## src/rtl/hazard_ctrl.sv

```systemverilog
// Purpose : pipeline hazard / stall / flush controller for a 5-stage core (init, load-use, branch, fetch/data-memory stalls, halt).
// Latency : all enables and flushes are combinational from the registered FSM state and current inputs (same cycle).
// Backpressure : dmem_busy freezes every pipeline register; imem_busy holds the PC and inserts an IF/ID bubble.
//
// Ports:
//   clk, rst (async, active-low)
//   ifid_rs/ifid_rt [2:0] + _vld : sources read by the instruction in IF/ID
//   idex_memread, idex_rd [2:0]  : load in ID/EX and its destination
//   branch_taken, imem_busy, dmem_busy, halt_wb
//   pc_write, ifid_write, ifid_flush, idex_write, idex_flush, exmem_write, memwb_write, halted
//   state [1:0]                  : INIT=0, RUN=1, MEM=2, HLT=3
//   stall_cnt [15:0]             : only when HAZARD_CTRL_STALL_CNT_EN is defined
//
// Build option: define HAZARD_CTRL_STALL_CNT_EN to add the saturating stall counter.
module hazard_ctrl (
  input  logic       clk,
  input  logic       rst,
  input  logic [2:0] ifid_rs,
  input  logic [2:0] ifid_rt,
  input  logic       ifid_rs_vld,
  input  logic       ifid_rt_vld,
  input  logic       idex_memread,
  input  logic [2:0] idex_rd,
  input  logic       branch_taken,
  input  logic       imem_busy,
  input  logic       dmem_busy,
  input  logic       halt_wb,
  output logic       pc_write,
  output logic       ifid_write,
  output logic       ifid_flush,
  output logic       idex_write,
  output logic       idex_flush,
  output logic       exmem_write,
  output logic       memwb_write,
  output logic       halted,
  output logic [1:0] state
`ifdef HAZARD_CTRL_STALL_CNT_EN
  ,
  output logic [15:0] stall_cnt
`endif
);

  typedef enum logic [1:0] {
    ST_INIT = 2'd0,
    ST_RUN  = 2'd1,
    ST_MEM  = 2'd2,
    ST_HLT  = 2'd3
  } state_t;

  state_t     state_q;
  state_t     state_d;
  logic [1:0] init_cnt_q;
  logic [1:0] init_cnt_d;
  logic       load_use;

  // Register 0 is compared like any other register: the core never hardwires it.
  assign load_use = idex_memread &&
                    ((ifid_rs_vld && (ifid_rs == idex_rd)) ||
                     (ifid_rt_vld && (ifid_rt == idex_rd)));

  assign state = state_q;

  always_ff @(posedge clk or negedge rst) begin
    if (!rst) begin
      state_q    <= ST_INIT;
      init_cnt_q <= 2'd0;
    end else begin
      state_q    <= state_d;
      init_cnt_q <= init_cnt_d;
    end
  end

  always_comb begin
    state_d     = state_q;
    init_cnt_d  = init_cnt_q;
    pc_write    = 1'b0;
    ifid_write  = 1'b0;
    ifid_flush  = 1'b0;
    idex_write  = 1'b0;
    idex_flush  = 1'b0;
    exmem_write = 1'b0;
    memwb_write = 1'b0;
    halted      = 1'b0;

    case (state_q)
      ST_INIT: begin
        // Three cycles of bubbles after reset so every stage starts empty.
        ifid_flush = 1'b1;
        idex_flush = 1'b1;
        init_cnt_d = init_cnt_q + 2'd1;
        if (init_cnt_q == 2'd2) begin
          state_d = ST_RUN;
        end
      end

      ST_RUN, ST_MEM: begin
        // Halt is recorded even when a data access freezes this cycle.
        if (halt_wb) begin
          state_d = ST_HLT;
        end else if (dmem_busy) begin
          state_d = ST_MEM;
        end else begin
          state_d = ST_RUN;
        end

        // The cycle that leaves MEM is evaluated exactly like RUN so a
        // branch or load-use that waited behind the freeze is acted on now.
        if (dmem_busy) begin
          // Full freeze: every write enable and flush stays low.
          pc_write = 1'b0;
        end else if (branch_taken) begin
          pc_write    = 1'b1;
          ifid_write  = 1'b1;
          ifid_flush  = 1'b1;
          idex_write  = 1'b1;
          idex_flush  = 1'b1;
          exmem_write = 1'b1;
          memwb_write = 1'b1;
        end else if (load_use) begin
          // Hold PC and IF/ID, send a bubble into EX.
          idex_write  = 1'b1;
          idex_flush  = 1'b1;
          exmem_write = 1'b1;
          memwb_write = 1'b1;
        end else if (imem_busy) begin
          // Hold PC, IF/ID takes a bubble, older instructions keep draining.
          ifid_write  = 1'b1;
          ifid_flush  = 1'b1;
          idex_write  = 1'b1;
          exmem_write = 1'b1;
          memwb_write = 1'b1;
        end else begin
          pc_write    = 1'b1;
          ifid_write  = 1'b1;
          idex_write  = 1'b1;
          exmem_write = 1'b1;
          memwb_write = 1'b1;
        end
      end

      ST_HLT: begin
        halted = 1'b1;
      end

      default: begin
        state_d = ST_INIT;
      end
    endcase
  end

`ifdef HAZARD_CTRL_STALL_CNT_EN
  logic [15:0] stall_cnt_q;

  // Counts cycles where the PC is held while the core is live; saturates.
  always_ff @(posedge clk or negedge rst) begin
    if (!rst) begin
      stall_cnt_q <= 16'd0;
    end else if (((state_q == ST_RUN) || (state_q == ST_MEM)) &&
                 !pc_write && (stall_cnt_q != 16'hFFFF)) begin
      stall_cnt_q <= stall_cnt_q + 16'd1;
    end
  end

  assign stall_cnt = stall_cnt_q;
`endif

endmodule

```

## config.mk

```make
export PLATFORM = sky130hd
export DESIGN_NAME = hazard_ctrl
export DESIGN_NICKNAME = d
export VERILOG_FILES = /design/src/rtl/hazard_ctrl.sv
export SDC_FILE = /design/constraint.sdc
export NUM_CORES = 1
export LEC_CHECK = 0
export BUFFER_PORTS_ARGS = -buffer_cell sky130_fd_sc_hd__buf_2
export CORE_AREA = 2 2 39 41
export DETAILED_ROUTE_END_ITERATION = 8
export DIE_AREA = 0 0 41 43
export GPL_TIMING_DRIVEN = 0
export PLACE_DENSITY = 0.71
export SYNTH_ARGS = -nofsm -noshare
export SYNTH_HDL_FRONTEND = slang
export SYNTH_SLANG_ARGS = --single-unit
```

## constraint.sdc

```tcl
create_clock -name clk -period 2.1 [get_ports clk]
set_input_delay 0.42 -clock clk [delete_from_list [all_inputs] [get_ports clk]]
set_output_delay 0.42 -clock clk [all_outputs]
set_load 0.03 [all_outputs]
```

After elaboration in Yosys (flattened, before gate mapping)
Index checks and enable logic that the tools add are counted.
W data, S select, Z words.
- flip-flop bits (word level): 4
- bits of input ports: 18
- word-level logic and storage cells: 43
- output and inout port bits: 10
- add/sub/neg operators: 1
- equality and inequality tests: 7
- muxes and demuxes: 25
- reductions and logical operators: 8
- operator list (operator ; count):
    $mux W1 ; 19
    $eq A2 B2 Y1 const B ; 3
    $eq A3 B3 Y1 ; 2
    $mux W2 ; 3
    $pmux W1 S2 ; 2
    $pmux W2 S2 ; 1
    $logic_and A1 B1 Y1 ; 3
    $add A2 B1 Y2 const B ; 1
    $eq A2 B1 Y1 const B ; 1
    $logic_not A2 Y1 ; 1
    $ne A2 B2 Y1 const B ; 1
    $reduce_and A2 Y1 ; 1
    $reduce_bool A2 Y1 ; 1
    $reduce_or A2 Y1 ; 1
    $logic_or A1 B1 Y1 ; 1

Depth between registers and ports, before layout
- depth after elaboration: 8
- depth in mapped cells: 7
- depth with buffers taken out: 6

Worst setup path before layout
OpenSTA, ideal clock, no wires.
- path type: reg-to-output
- start point: reg state_q[0], in the netlist state[0]
- end point: out idex_flush
- setup slack: -446 ps
- cell stages (with the launch flop): 7
- required time: 1680 ps
- arrival time: 2126 ps
- cells stage by stage: dfrtp_1 inv_1 ha_1 nor2b_1 clkbuf_1 o21ai_0 a21oi_1
- word-level cells in the longest chain between the ends: 3
- elaborated cells on any way between the ends: 5
- classes of those cells: 2 x eq/ne; 1 x mux; 2 x reduce/logical
- ends and longest elaborated chain (what ; line ; text):
    start, declared ; 50 ; state_t state_q;
    start signal, assigned ; 68 ; state_q <= state_d;
    $eq A2 B1 Y1 or $eq A2 B2 Y1 (tied branches) ; 85 ; case (state_q)
    $reduce_or A2 Y1 ; 85 ;
    $pmux W1 S2 (*) ; 85 ;
    end, declared ; 32 ; output logic idex_flush,
Every way passes the cells marked *; elsewhere a longest branch is shown, timed or not.

Final worst setup path
- start point: reg state_q[0], in the netlist state[0]
- end point: out ifid_flush
- word-level cells in the longest chain between the ends: 3
- elaborated cells on any way between the ends: 5
- classes of those cells: 2 x eq/ne; 1 x mux; 2 x reduce/logical
- ends and longest elaborated chain (what ; line ; text):
    $eq A2 B1 Y1 or $eq A2 B2 Y1 (tied branches) ; 85 ;
    $reduce_or A2 Y1 ; 85 ;
    $pmux W1 S2 (*) ; 85 ;
    end, declared ; 30 ; output logic ifid_flush,
Marked as above.

==> summary.md <==
| Metric | Value |
|---|---|
| Clk_skew | `between 5 and 6 ps` |
| Fin crit share | `between 90% and 100%` |
| Hold_ws | `463 ps` |
| Chip height | `43 µm` |
| Top cells by area, synth | `dfrtp_1, xnor2_1, ha_1` |
| Crit-path leading delay family | `flip-flops` |
| Req. time, crit path | `around 1700 ps` |
| Setup_tns | `0 ps` |
| Crit path cell chain | `inv_1 > ha_1 > nor2b_4 > nand3_1 > o21ai_2 > buf_4` |
| Most frequent cells in the layout | `buf_2, xnor2_1, inv_1, buf_4` |
| First-pass GRT wire length | `around 1400 µm` |
| Post-Synthesis Net Count | `a little under 70` |
| Remaining DRCs | `0` |
| Detailed Route WL | `889 µm` |
| Mean Syn Cell Area | `8.03 µm²` |
| Layout Nets | `~100` |
| Area grow syn2layout | `57.5%` |
| Vias in the first global route | `396` |
| Final hold vios | `0` |
| Register area share after synthesis | `26.0%` |
| Top cell type's share of synthesized area | `26.0%` |
| Synth area leader | `dfrtp_1` |
| Ys Warns | `0` |
| Skew-Pair Late Insertion Delay | `between 200 and 250 ps` |
| Cell leakage power | `0.000313 µW` |
| Final min period | `just under 2000 ps` |
| Cell Area, Synth | `385 µm²` |
| Reg-to-reg endpoint | `state[0]` |
| Num rows | `14` |
| VDD IR max | `0.000523 V` |
| CORE AREA | `0.00138 mm²` |
| Maximum clock frequency | `503 MHz` |
| Final Max Slew Viols | `0` |
| Starting Density | `27.8%` |
| Initial drt markers | `2` |
| Arrival time worst endpoint | `1570 ps` |
| IO Pins | `28` |
| Post-Syn Instances | `48` |
| Setup repair after global routing missed its margin | `no` |
| Clock-pin slew on the worst setup and hold paths | `40 ps` |
| Number of CTS-inserted buffers | `3` |
| Commonest non-fill, non-tap cell in the layout | `buf_2` |
| GP Congestion | `0.684` |
| DR vias/cell | `4.33` |
| Worst setup EP type | `output port` |
| Drt wl/cell | `9.36 µm` |
| Slowest stage cell, crit path | `dfrtp_2` |
| CTS root buf | `clkbuf_4` |
| Seq. cell area | `103 µm²` |
| Hold Path Cell Cnt | `1` |
| Die ar. | `0.00176 mm²` |
| CP peak stage delay | `360 ps` |
| Worst slew margin | `84.5%` |
| Total track usage | `11.4%` |
| Max cap viols | `0` |
| CTS Buffer Depth | `2` |
| Cell variety after synth | `20` |
| Final setup viols | `0` |
| Hold WC Path Type | `reg2reg` |
| Status | `complete, no violations` |
| Worst Hold Path EP | `init_cnt_q[0]` |
| Worst Max-Slew Pin Slew | `around 230 ps` |
| Largest net degree at the start of global routing | `10` |
| Initial DRT Pass Iterations | `3` |
| Initial antenna violation count | `0` |
| Crit path buffers/inverters | `2` |
| Worst hold start | `init_cnt_q[0]` |
| PortBufs | `27` |
| R2R Setup Slk | `840 ps` |
| Largest fanout on the critical path | `5` |
| Horiz. Die Dim | `41 µm` |
| DP HPWL | `about 740 µm` |
| TritonCTS clock tree | `done` |
| Vias | `411` |
| Total inserted antenna cells | `0` |
| CTS HTree Levels | `1` |
| CP Class | `reg2out` |
| Multi-input logic area | `272 µm²` |
| Number of synthesized register bits | `4` |
| Clock Sinks | `4` |
| PwrDens | `between 1000 and 1500 mW/mm²` |
| R2r startpoint | `state[0]` |
| Fill cells | `around 150` |
| R2R depth | `6` |
| Grt total ovfl | `0` |
| Post-route ant nets | `0` |
| Layout cells sized above 1 | `49.4%` |
| Worst setup SP type | `flip-flop` |
## registers in the layout, summed over array words and instances (netlist names)
register / count
init_cnt_q: 2
state: 2
## routing by layer
| layer | vias up | track usage (%) | share of wire [%] | wire length [µm] |
|---|---|---|---|---|
| met3 | 0 | 1.57 | 4.4 | 39 |
| met4 | 0 | 6.00 | 0 | 0 |
| met2 | 11 | 19.4 | 56 | 502 |
| li1 | 220 | - | - | - |
| met1 | 180 | 12.7 | 39 | 347 |
| met5 | - | 0 | 0 | 0 |
## stage by stage
step           instance area [µm²]  util [%]  std cells  total power (µW)  worst slack [ps]
2_1_floorplan                  400         -         48               576              27.5
3_3_place_gp                   556      40.1         91               709               198
6_report                       607      43.9         95               857               113
3_5_place_dp                   556      40.1         91               723               193
5_1_grt                        607      43.9         95               953              2.08
4_1_cts                        597      43.1         95               849              18.0
## cell usage after synthesis
cell type / instances
xnor2_1: 6
inv_1: 5
dfrtp_1: 4
ha_1: 3
nand2_1: 3
o21ai_0: 3
o21ai_1: 3
a21oi_1: 2
and4_1: 2
buf_4: 2
clkbuf_1: 2
nand2b_1: 2
nor2_1: 2
nor2b_1: 2
o21a_1: 2
a31oi_1: 1
mux2i_1: 1
nand3_1: 1
nor3b_1: 1
xor2_1: 1
## cell type report
class,count,area share (%)
Buffer,2,2.47
Clock buffer,4,4.33
Inverter,5,3.09
Multi-Input combinational cell,36,44.7
Sequential cell,4,16.9
Tap cell,16,3.30
Timing Repair Buffer,28,25.2
## worst max-delay path by stage
stage | from | endpoint | cells after the start
5_1_grt | state[0] | idex_flush | 6
3_5_place_dp | state[0] | ifid_flush | 7
2_1_floorplan | state[0] | idex_flush | 6
4_1_cts | state[0] | ifid_flush | 6
6_report | state[0] | ifid_flush | 6
3_3_place_gp | state[0] | ifid_flush | 7
## power by group
part	switching, µW	internal (µW)	leakage [µW]
clock network	31.0	71.3	0.0000150
registers	26.0	119	0.0000438
logic	371	238	0.000254
## cells by family (layout without fill, tap and decap cells)
logic type	count (synthesis)	count (layout)	share of synthesized area, %
AOI/OAI and AO/OA	11	11	15.9
xor gates and xnor gates	7	7	15.9
adders and majority gates	3	3	9.74
DFF	4	4	26.0
buffers and inverters	9	39	10.7
muxes	1	1	2.60
and+or+nand+nor	13	14	19.2
## what timing repair did
item,4_1_cts,5_1_grt
pin swaps,1,0
setup endpoints to repair,2,3
gates resized for setup,4,4
hold endpoints to repair,4,0
hold buffers,1,0
gates cloned,0,1
setup buffers,0,0
Power figures use the tool's default switching activity.
